## config.mk

```make
export PLATFORM = sky130hd
export DESIGN_NAME = tank_fill_controller
export DESIGN_NICKNAME = d
export VERILOG_FILES = /design/src/rtl/tank_ctrl_pkg.sv /design/src/rtl/probe_debounce.sv /design/src/rtl/tank_fill_controller.sv
export SDC_FILE = /design/constraint.sdc
export NUM_CORES = 1
export LEC_CHECK = 0
export BUFFER_PORTS_ARGS = -buffer_cell sky130_fd_sc_hd__buf_4
export CAP_MARGIN = 30
export CORE_MARGIN = 5
export CORE_UTILIZATION = 35
export DETAILED_ROUTE_END_ITERATION = 7
export PLACE_DENSITY = 0.51
export SYNTH_ARGS = -nofsm -noshare
export SYNTH_HDL_FRONTEND = slang
export SYNTH_HIERARCHICAL = 1
export SYNTH_SLANG_ARGS = --single-unit
```

## constraint.sdc

```tcl
create_clock -name clk -period 4.4 [get_ports clk]
set_clock_uncertainty 0.15 [all_clocks]
set_input_delay 0.22 -clock clk [delete_from_list [all_inputs] [get_ports clk]]
set_output_delay 0.22 -clock clk [all_outputs]
set_load 0.03 [all_outputs]
```

## src/rtl/tank_ctrl_pkg.sv

```systemverilog
// Shared types and constants for the tank fill controller.
// Holds the FSM state encoding, lamp codes and small elaboration helpers.
package tank_ctrl_pkg;

  typedef enum logic [1:0] {
    ST_OFF   = 2'd0,
    ST_ON    = 2'd1,
    ST_FAULT = 2'd2
  } state_t;

  localparam logic [3:0] LAMP_FULL  = 4'b1010;
  localparam logic [3:0] LAMP_EMPTY = 4'b0101;
  localparam logic [3:0] LAMP_PART  = 4'b0110;
  localparam logic [3:0] LAMP_FAULT = 4'b1111;

  function automatic int max4(input int a, input int b, input int c, input int d);
    int m;
    m = a;
    if (b > m) m = b;
    if (c > m) m = c;
    if (d > m) m = d;
    return m;
  endfunction

  // Fault overrides the probe display; otherwise the code follows {bot,top}.
  function automatic logic [3:0] lamp_code(input state_t st, input logic bot, input logic top);
    logic [3:0] code;
    if (st == ST_FAULT) begin
      code = LAMP_FAULT;
    end else begin
      case ({bot, top})
        2'b11:   code = LAMP_FULL;
        2'b00:   code = LAMP_EMPTY;
        default: code = LAMP_PART;
      endcase
    end
    return code;
  endfunction

endpackage

```

## src/rtl/probe_debounce.sv

```systemverilog
// Two-flop synchroniser followed by a consecutive-disagreement debounce counter.
// db_nxt_o is the value the debounced register takes on the coming edge.
module probe_debounce #(
  parameter int DEBOUNCE = 4
) (
  input  logic clk,
  input  logic rst,
  input  logic raw_i,
  output logic db_nxt_o
);

  localparam int CNT_W = (DEBOUNCE < 2) ? 1 : $clog2(DEBOUNCE + 1);

  logic             sync1_q, sync2_q;
  logic             db_q, db_d;
  logic [CNT_W-1:0] cnt_q, cnt_d;

  always_comb begin
    cnt_d = cnt_q;
    db_d  = db_q;
    if (sync2_q == db_q) begin
      cnt_d = '0;
    end else if (cnt_q == CNT_W'(DEBOUNCE - 1)) begin
      // DEBOUNCE-th consecutive disagreeing sample: accept the new level.
      db_d  = sync2_q;
      cnt_d = '0;
    end else begin
      cnt_d = cnt_q + CNT_W'(1);
    end
  end

  always_ff @(posedge clk) begin
    if (rst) begin
      sync1_q <= 1'b0;
      sync2_q <= 1'b0;
      db_q    <= 1'b0;
      cnt_q   <= '0;
    end else begin
      sync1_q <= raw_i;
      sync2_q <= sync1_q;
      db_q    <= db_d;
      cnt_q   <= cnt_d;
    end
  end

  assign db_nxt_o = db_d;

endmodule

```

## src/rtl/tank_fill_controller.sv

```systemverilog
// Hysteretic pump sequencer for a two-probe tank with anti-short-cycle timers.
// Optional fill watchdog in ON is enabled by defining FILL_TIMEOUT_EN.
module tank_fill_controller
  import tank_ctrl_pkg::*;
#(
  parameter int DEBOUNCE = 4,
  parameter int MIN_ON   = 8,
  parameter int MIN_OFF  = 8,
  parameter int MAX_FILL = 64
) (
  input  logic       clk,
  input  logic       rst,
  input  logic       Bot,
  input  logic       Top,
  input  logic       clr_fault,
  output logic       pump,
  output logic       fault,
  output logic [3:0] lamp
);

  localparam int TMR_W = $clog2(max4(DEBOUNCE, MIN_ON, MIN_OFF, MAX_FILL)) + 1;

  state_t             state_q, state_d;
  logic [TMR_W-1:0]   tmr_q, tmr_d;
  logic               bot_db_d, top_db_d;
  logic               incons;
  logic               pump_q, fault_q;
  logic [3:0]         lamp_q;

  probe_debounce #(.DEBOUNCE(DEBOUNCE)) u_db_bot (
    .clk      (clk),
    .rst      (rst),
    .raw_i    (Bot),
    .db_nxt_o (bot_db_d)
  );

  probe_debounce #(.DEBOUNCE(DEBOUNCE)) u_db_top (
    .clk      (clk),
    .rst      (rst),
    .raw_i    (Top),
    .db_nxt_o (top_db_d)
  );

  // Decisions use the debounced values being loaded this edge, so a probe
  // change and the resulting state change land on the same edge.
  assign incons = top_db_d && !bot_db_d;

  always_comb begin
    state_d = state_q;
    case (state_q)
      ST_OFF: begin
        if (incons)
          state_d = ST_FAULT;
        else if (!bot_db_d && (tmr_q >= TMR_W'(MIN_OFF)))
          state_d = ST_ON;
      end
      ST_ON: begin
        if (incons)
          state_d = ST_FAULT;
        else if (top_db_d && (tmr_q >= TMR_W'(MIN_ON)))
          state_d = ST_OFF;
`ifdef FILL_TIMEOUT_EN
        else if (tmr_q >= TMR_W'(MAX_FILL - 1))
          state_d = ST_FAULT;
`endif
      end
      ST_FAULT: begin
        if (clr_fault && !incons)
          state_d = ST_OFF;
      end
      default: state_d = ST_OFF;
    endcase
  end

  always_comb begin
    tmr_d = tmr_q;
    if (state_d != state_q)
      tmr_d = '0;
    else if (tmr_q != {TMR_W{1'b1}})
      tmr_d = tmr_q + TMR_W'(1);
  end

  always_ff @(posedge clk) begin
    if (rst) begin
      state_q <= ST_OFF;
      tmr_q   <= '0;
      pump_q  <= 1'b0;
      fault_q <= 1'b0;
      lamp_q  <= LAMP_EMPTY;
    end else begin
      state_q <= state_d;
      tmr_q   <= tmr_d;
      pump_q  <= (state_d == ST_ON);
      fault_q <= (state_d == ST_FAULT);
      lamp_q  <= lamp_code(state_d, bot_db_d, top_db_d);
    end
  end

  assign pump  = pump_q;
  assign fault = fault_q;
  assign lamp  = lamp_q;

endmodule

```

After elaboration in Yosys (flattened, before gate mapping)
Index checks and enable logic that the tools add are counted.
{"block": "totals", "regBits": 27, "output_inout_bits": 6, "elab_cells": 53, "in_bits": 5}
{"block": "classes", "n_reduce_logical": 12, "eq_ne": 11, "order_cmp": 1, "n_mux": 12, "add_sub_neg": 3}
{"op": "two-way mux 2 bit", "n": 5}
{"op": "case mux 4 bit (2 select lines)", "n": 1}
{"op": "adder 7 x 1 -> 7 bit, second input constant", "n": 1}
{"op": "greater-or-equal comparator 7 x 4 -> 1 bit, second input constant", "n": 1}
{"op": "!= test 7 bit, second input constant", "n": 1}
{"op": "adder 3 x 1 -> 3 bit, second input constant", "n": 2}
{"op": "equality test 2 bit, second input constant", "n": 3}
{"op": "equality test 3 x 2 -> 1 bit, second input constant", "n": 2}
{"op": "case mux 2 bit (3 select lines)", "n": 1}
{"op": "OR reduction 3 bit", "n": 2}
{"op": "equality test 2 x 1 -> 1 bit, second input constant", "n": 2}
{"op": "logical AND 1 bit", "n": 4}
{"op": "zero test 2 bit", "n": 2}
{"op": "two-way mux 1 bit", "n": 4}
{"op": "two-way mux 4 bit", "n": 1}
{"op": "OR reduction 2 bit", "n": 2}
{"op": "equality test 1 bit", "n": 2}
{"op": "zero test 1 bit", "n": 2}
{"op": "!= test 2 bit", "n": 1}

Logic depth before layout (Yosys ltp)
{"block": "depth", "ltp_word": 11, "mapped_depth": 7, "depth_no_buf": 7}

Modules after synthesis
The synthesis kept the hierarchy.
{"module": "tank_fill_controller", "cells_each": 79, "n_inst": 1, "area_per_inst_um2": 703.2, "seq_area_each_um2": 300.3}
{"module": "probe_debounce", "cells_each": 17, "n_inst": 2, "area_per_inst_um2": 226.5, "seq_area_each_um2": 120.1}

Least setup slack after synthesis
OpenSTA, ideal clock, no wires.
{"block": "synth_path", "path_kind": "flip-flop to flip-flop", "start": "register u_db_top.cnt_q[0]", "end": "register tmr_q[2]", "stages_incl_launch_ff": 8, "synth_period_minus_slack_ps": 2032, "setup_ps": 127, "setup_slack_ps": 2368, "required_time_ps": 4123, "path_buffers": 0, "t_arrival_ps": 1755, "path_cell_list": "dfxtp_1 ha_1 ha_1 mux2_4 nor4_1 a21oi_1 o221ai_4 nor3_2"}
{"block": "synth_between", "elab_chain_cells": 10, "elab_cells_between_ends": 14, "cone_classes": "eq/ne (2); mux (7); reduce/logical (5)"}
{"item": "start, declared", "line_no": "probe_debounce.sv:16", "source": "logic [CNT_W-1:0] cnt_q, cnt_d;"}
{"item": "start signal, assigned", "line_no": "probe_debounce.sv:42", "source": "cnt_q <= cnt_d;"}
{"item": "equality test 3 x 2 -> 1 bit (*)", "line_no": "probe_debounce.sv:23", "source": "end else if (cnt_q == CNT_W'(DEBOUNCE - 1)) begin"}
{"item": "two-way mux 1 bit (*)", "line_no": "probe_debounce.sv:23"}
{"item": "two-way mux 1 bit (*)", "line_no": "probe_debounce.sv:21", "source": "if (sync2_q == db_q) begin"}
{"item": "net top_db_d", "line_no": "tank_fill_controller.sv:25", "source": "logic bot_db_d, top_db_d;"}
{"item": "logical AND 1 bit", "line_no": "tank_fill_controller.sv:46", "source": "assign incons = top_db_d && !bot_db_d;"}
{"item": "zero test 1 bit", "line_no": "tank_fill_controller.sv:68", "source": "if (clr_fault && !incons)"}
{"item": "logical AND 1 bit", "line_no": "tank_fill_controller.sv:68"}
{"item": "two-way mux 2 bit", "line_no": "tank_fill_controller.sv:68"}
{"item": "case mux 2 bit (3 select lines) (*)", "line_no": "tank_fill_controller.sv:50", "source": "case (state_q)"}
{"item": "!= test 2 bit (*)", "line_no": "tank_fill_controller.sv:77", "source": "if (state_d != state_q)"}
{"item": "OR reduction 2 bit (no source line) (*)"}
{"item": "end signal, assigned", "line_no": "tank_fill_controller.sv:92", "source": "tmr_q <= tmr_d;"}
{"item": "end, declared", "line_no": "tank_fill_controller.sv:24", "source": "logic [TMR_W-1:0] tmr_q, tmr_d;"}
Mark *: on every way through the listed nets, which the timed path passes. The rest lies on a longest branch.
A chain may end at the register's enable or synchronous reset.

Worst setup path in the final report
{"block": "layout_path", "start": "register u_db_top.cnt_q[0]", "end": "register tmr_q[3]"}
The elaborated chain is that of the path after synthesis.

==> impl_metrics.toml <==
[die]
die_h_um = 67.48
rows = 20
die_x_um = 67.48
io_pins = 11
start_util_pct = 37.26
die_area_mm2 = 0.004553
coreArea_mm2 = 0.003103

[setup_path]
critical_path_class = "reg -> reg"
crit_chain = "ha_1 -> ha_1 -> mux2_4 -> nor4_1 -> a21oi_1 -> o221ai_4 -> nor2_1"
critPathCaptureType = "flop"
cpPeakStageDelay_ns = 0.36
slowest_stage = "mux2_4"
critPathLaunchType = "flop"
crit_arrival_ns = 2.26
cp_data_required_time_ns = 4.47
path_common_cell = "ha_1"
r2r-start = "u_db_top/cnt_q[0]"
reg2reg_to = "tmr_q[3]"
rrSetupSlack_ns = 2.21
r2r_cells = 7
worstPathMaxFanout = 8

[detailed_routing]
drtIter0Drc = 55
antenna_left = 0
drt_first_pass_iters = 3
via_per_inst = 4.766
drc = 0
vias = 815
wl_um = 1829
detail_route.wl_per_cell_um = 10.70

[cts]
cts_root_buffer = "clkbuf_4"
clkLatencyLatePin_ns = 0.32
path_clk_slew_ns = 0.15
cts_tree = "yes"
ctsHtreeMaxLevel = 1
cts_buffers = 3
clock_path_buffers = 2
clock_sinks = 27

[cells_and_area]
finalNetCount = 139
most-common-layout-cells = "dfxtp_1 (27), nor2_1 (11), buf_4 (10)"
antenna_cells = 0
final_common_cell = "dfxtp_1"
syn_to_final_growth_pct = 13.96
post-route-util_pct = 42.46
fin_cells = 171
drive_above_1_share_pct = 21.26
design_area_mm2 = 0.001318

[sta]
hold_viol = 0
slew_headroom_pct = 78.58
worstMarginPinSlew_ns = 0.3189
setup-tns-final_ns = 0
fin_hold_ws_ns = 0.07286
fmax_mhz = 456.0
drv_slew = 0
period_share_pct = 49.84
rsz0062_at_grt = "no"
setup_viol_count_final = 0
final.min_clock_period_ns = 2.193

[grt]
antenna_found_initial = 0
grt_use_total_pct = 9.629
grt_pass1_vias = 728
overflow = 0
grt_pass1_wl_um = 3284
grt_max_degree = 20

[min_path]
min_to = "u_db_bot/db_q"
min_from = "rst"
hold_depth = 2
hold_path.class = "in -> reg"

[run]
maxCapViolations = 0

[power_and_ir_drop]
p_leak_uw = 0.0004772
peakVddDrop_mv = 0.1051
powerDensity_mw_per_mm2 = 287.7

[placed_design]
detailed_place_hpwl_um = 1296
place.port_buffers = 10
placed_cell_area_mm2 = 0.001270
gp_congestion = 0.8106
dp_cells = 165

[synthesis]
ys_ff_latch = 27
ys_types = 33
ys_warn_count = 6
synthesis.nets = 124
netlist_area_mm2 = 0.001156
syn_avg_cell_area_um2 = 10.23
seq_area_frac_synth_pct = 46.75
syn_inst = 113

[status]
status = "complete, no violations"
worst max-delay path by stage:
| stage | from | to | cells after the start |
|---|---|---|---|
| 3_5_place_dp | u_db_top/cnt_q[0] | tmr_q[3] | 7 |
| 2_1_floorplan | u_db_top/cnt_q[0] | tmr_q[2] | 7 |
| 3_3_place_gp | u_db_bot/cnt_q[0] | tmr_q[0] | 7 |
| 6_report | u_db_top/cnt_q[0] | tmr_q[3] | 7 |
| 5_1_grt | u_db_bot/cnt_q[0] | tmr_q[5] | 7 |
| 4_1_cts | u_db_top/cnt_q[0] | tmr_q[3] | 7 |
repair_timing:
| item | 4_1_cts | 5_1_grt |
|---|---|---|
| hold buffers | 2 | 0 |
| setup endpoints to repair | 0 | 0 |
| endpoints found under the hold margin | 2 | 0 |
| resized for setup | 0 | 0 |
| buffers inserted | 0 | 0 |
stage by stage:
stage	setup slack [ns]	power, µW
floorplan	2.368	268.6
global placement	2.252	277.2
detailed placement	2.208	277.5
CTS	2.191	387.7
global route	2.067	404.2
finish	2.207	379.0
power breakdown:
| part | internal (µW) | total (µW) | switching (µW) |
|---|---|---|---|
| Combinational | 9.51 | 20.2 | 10.7 |
| Clock | 34.0 | 106 | 71.5 |
| Sequential | 249 | 253 | 3.95 |
| Total | 293 | 379 | 86.1 |
cells by family (layout without fill, tap and decap cells):
group	count (synthesis)	in the layout	synth area share, %
multiplexers	3	3	3.463
flip-flops	27	27	46.75
buffers and inverters	9	23	3.679
XOR/XNOR	3	3	2.273
AO/OA/AOI/OAI	19	19	12.66
AND/OR/NAND/NOR	46	46	24.68
adder cells (fa/ha/maj)	6	6	6.493
flip-flops by register name, indices dropped and copies added, names as in the netlist:
| register | cells |
|---|---|
| u_db_top/db_q | 1 |
| state_q | 2 |
| pump | 1 |
| fault | 1 |
| u_db_top/sync2_q | 1 |
| u_db_top/cnt_q | 3 |
| u_db_bot/db_q | 1 |
| u_db_top/sync1_q | 1 |
| u_db_bot/sync1_q | 1 |
| lamp | 4 |
| tmr_q | 7 |
| u_db_bot/cnt_q | 3 |
| u_db_bot/sync2_q | 1 |
synthesized netlist by cell type:
master	count	area (µm²)
xnor2_1	3	26.28
a211oi_1	2	15.01
inv_1	6	22.52
o21ai_1	1	5.000
a22o_1	1	8.760
nor2b_4	2	27.53
nor3_2	1	10.01
a211oi_2	1	12.51
nand2_1	9	33.78
nor2_1	11	41.29
nand3_1	3	15.01
ha_1	6	75.07
mux2_4	2	30.03
o21ai_0	2	10.01
a221oi_1	2	17.52
nor4b_2	2	30.03
and3_1	1	6.260
buf_2	1	5.000
a31oi_1	2	12.51
a21oi_2	1	8.760
a21oi_1	6	30.03
nor4_4	1	21.27
o221ai_4	1	26.28
nor2b_1	4	25.02
inv_2	1	3.750
mux2i_1	1	10.01
dfxtp_1	27	540.5
nand2b_1	3	18.77
nor4_1	5	31.28
nand4_1	2	12.51
nor2_2	1	6.260
buf_6	1	11.26
or2_1	1	6.260
metal layers:
metal  up-vias  global-route usage [%]  share of wire [%]
met2         7                   14.09                 47
met1       384                   12.35                 49
met4         0                   5.570                1.1
met5         -                       0                  0
met3         2                   2.995                3.3
li1        422                       -                  -
area by class of cell:
class | instances | area (µm²)
Timing Repair Buffer | 12 | 95.09
Fill cell | 322 | 1785
Inverter | 7 | 26.28
Clock buffer | 3 | 22.52
Multi-Input combinational cell | 77 | 573.1
Clock inverter | 1 | 5.005
Tap cell | 44 | 55.05
Sequential cell | 27 | 540.5
worst max-delay path: cells and delay by family, from the launching register on:
| family | cells | cell delay [ns] |
|---|---|---|
| muxes | 1 | 0.36 |
| adders and majority gates | 2 | 0.43 |
| DFF | 1 | 0.34 |
| AOI/OAI and AO/OA | 2 | 0.44 |
| and+or+nand+nor | 2 | 0.38 |
Note: power is estimated with default switching activity, not from simulation.
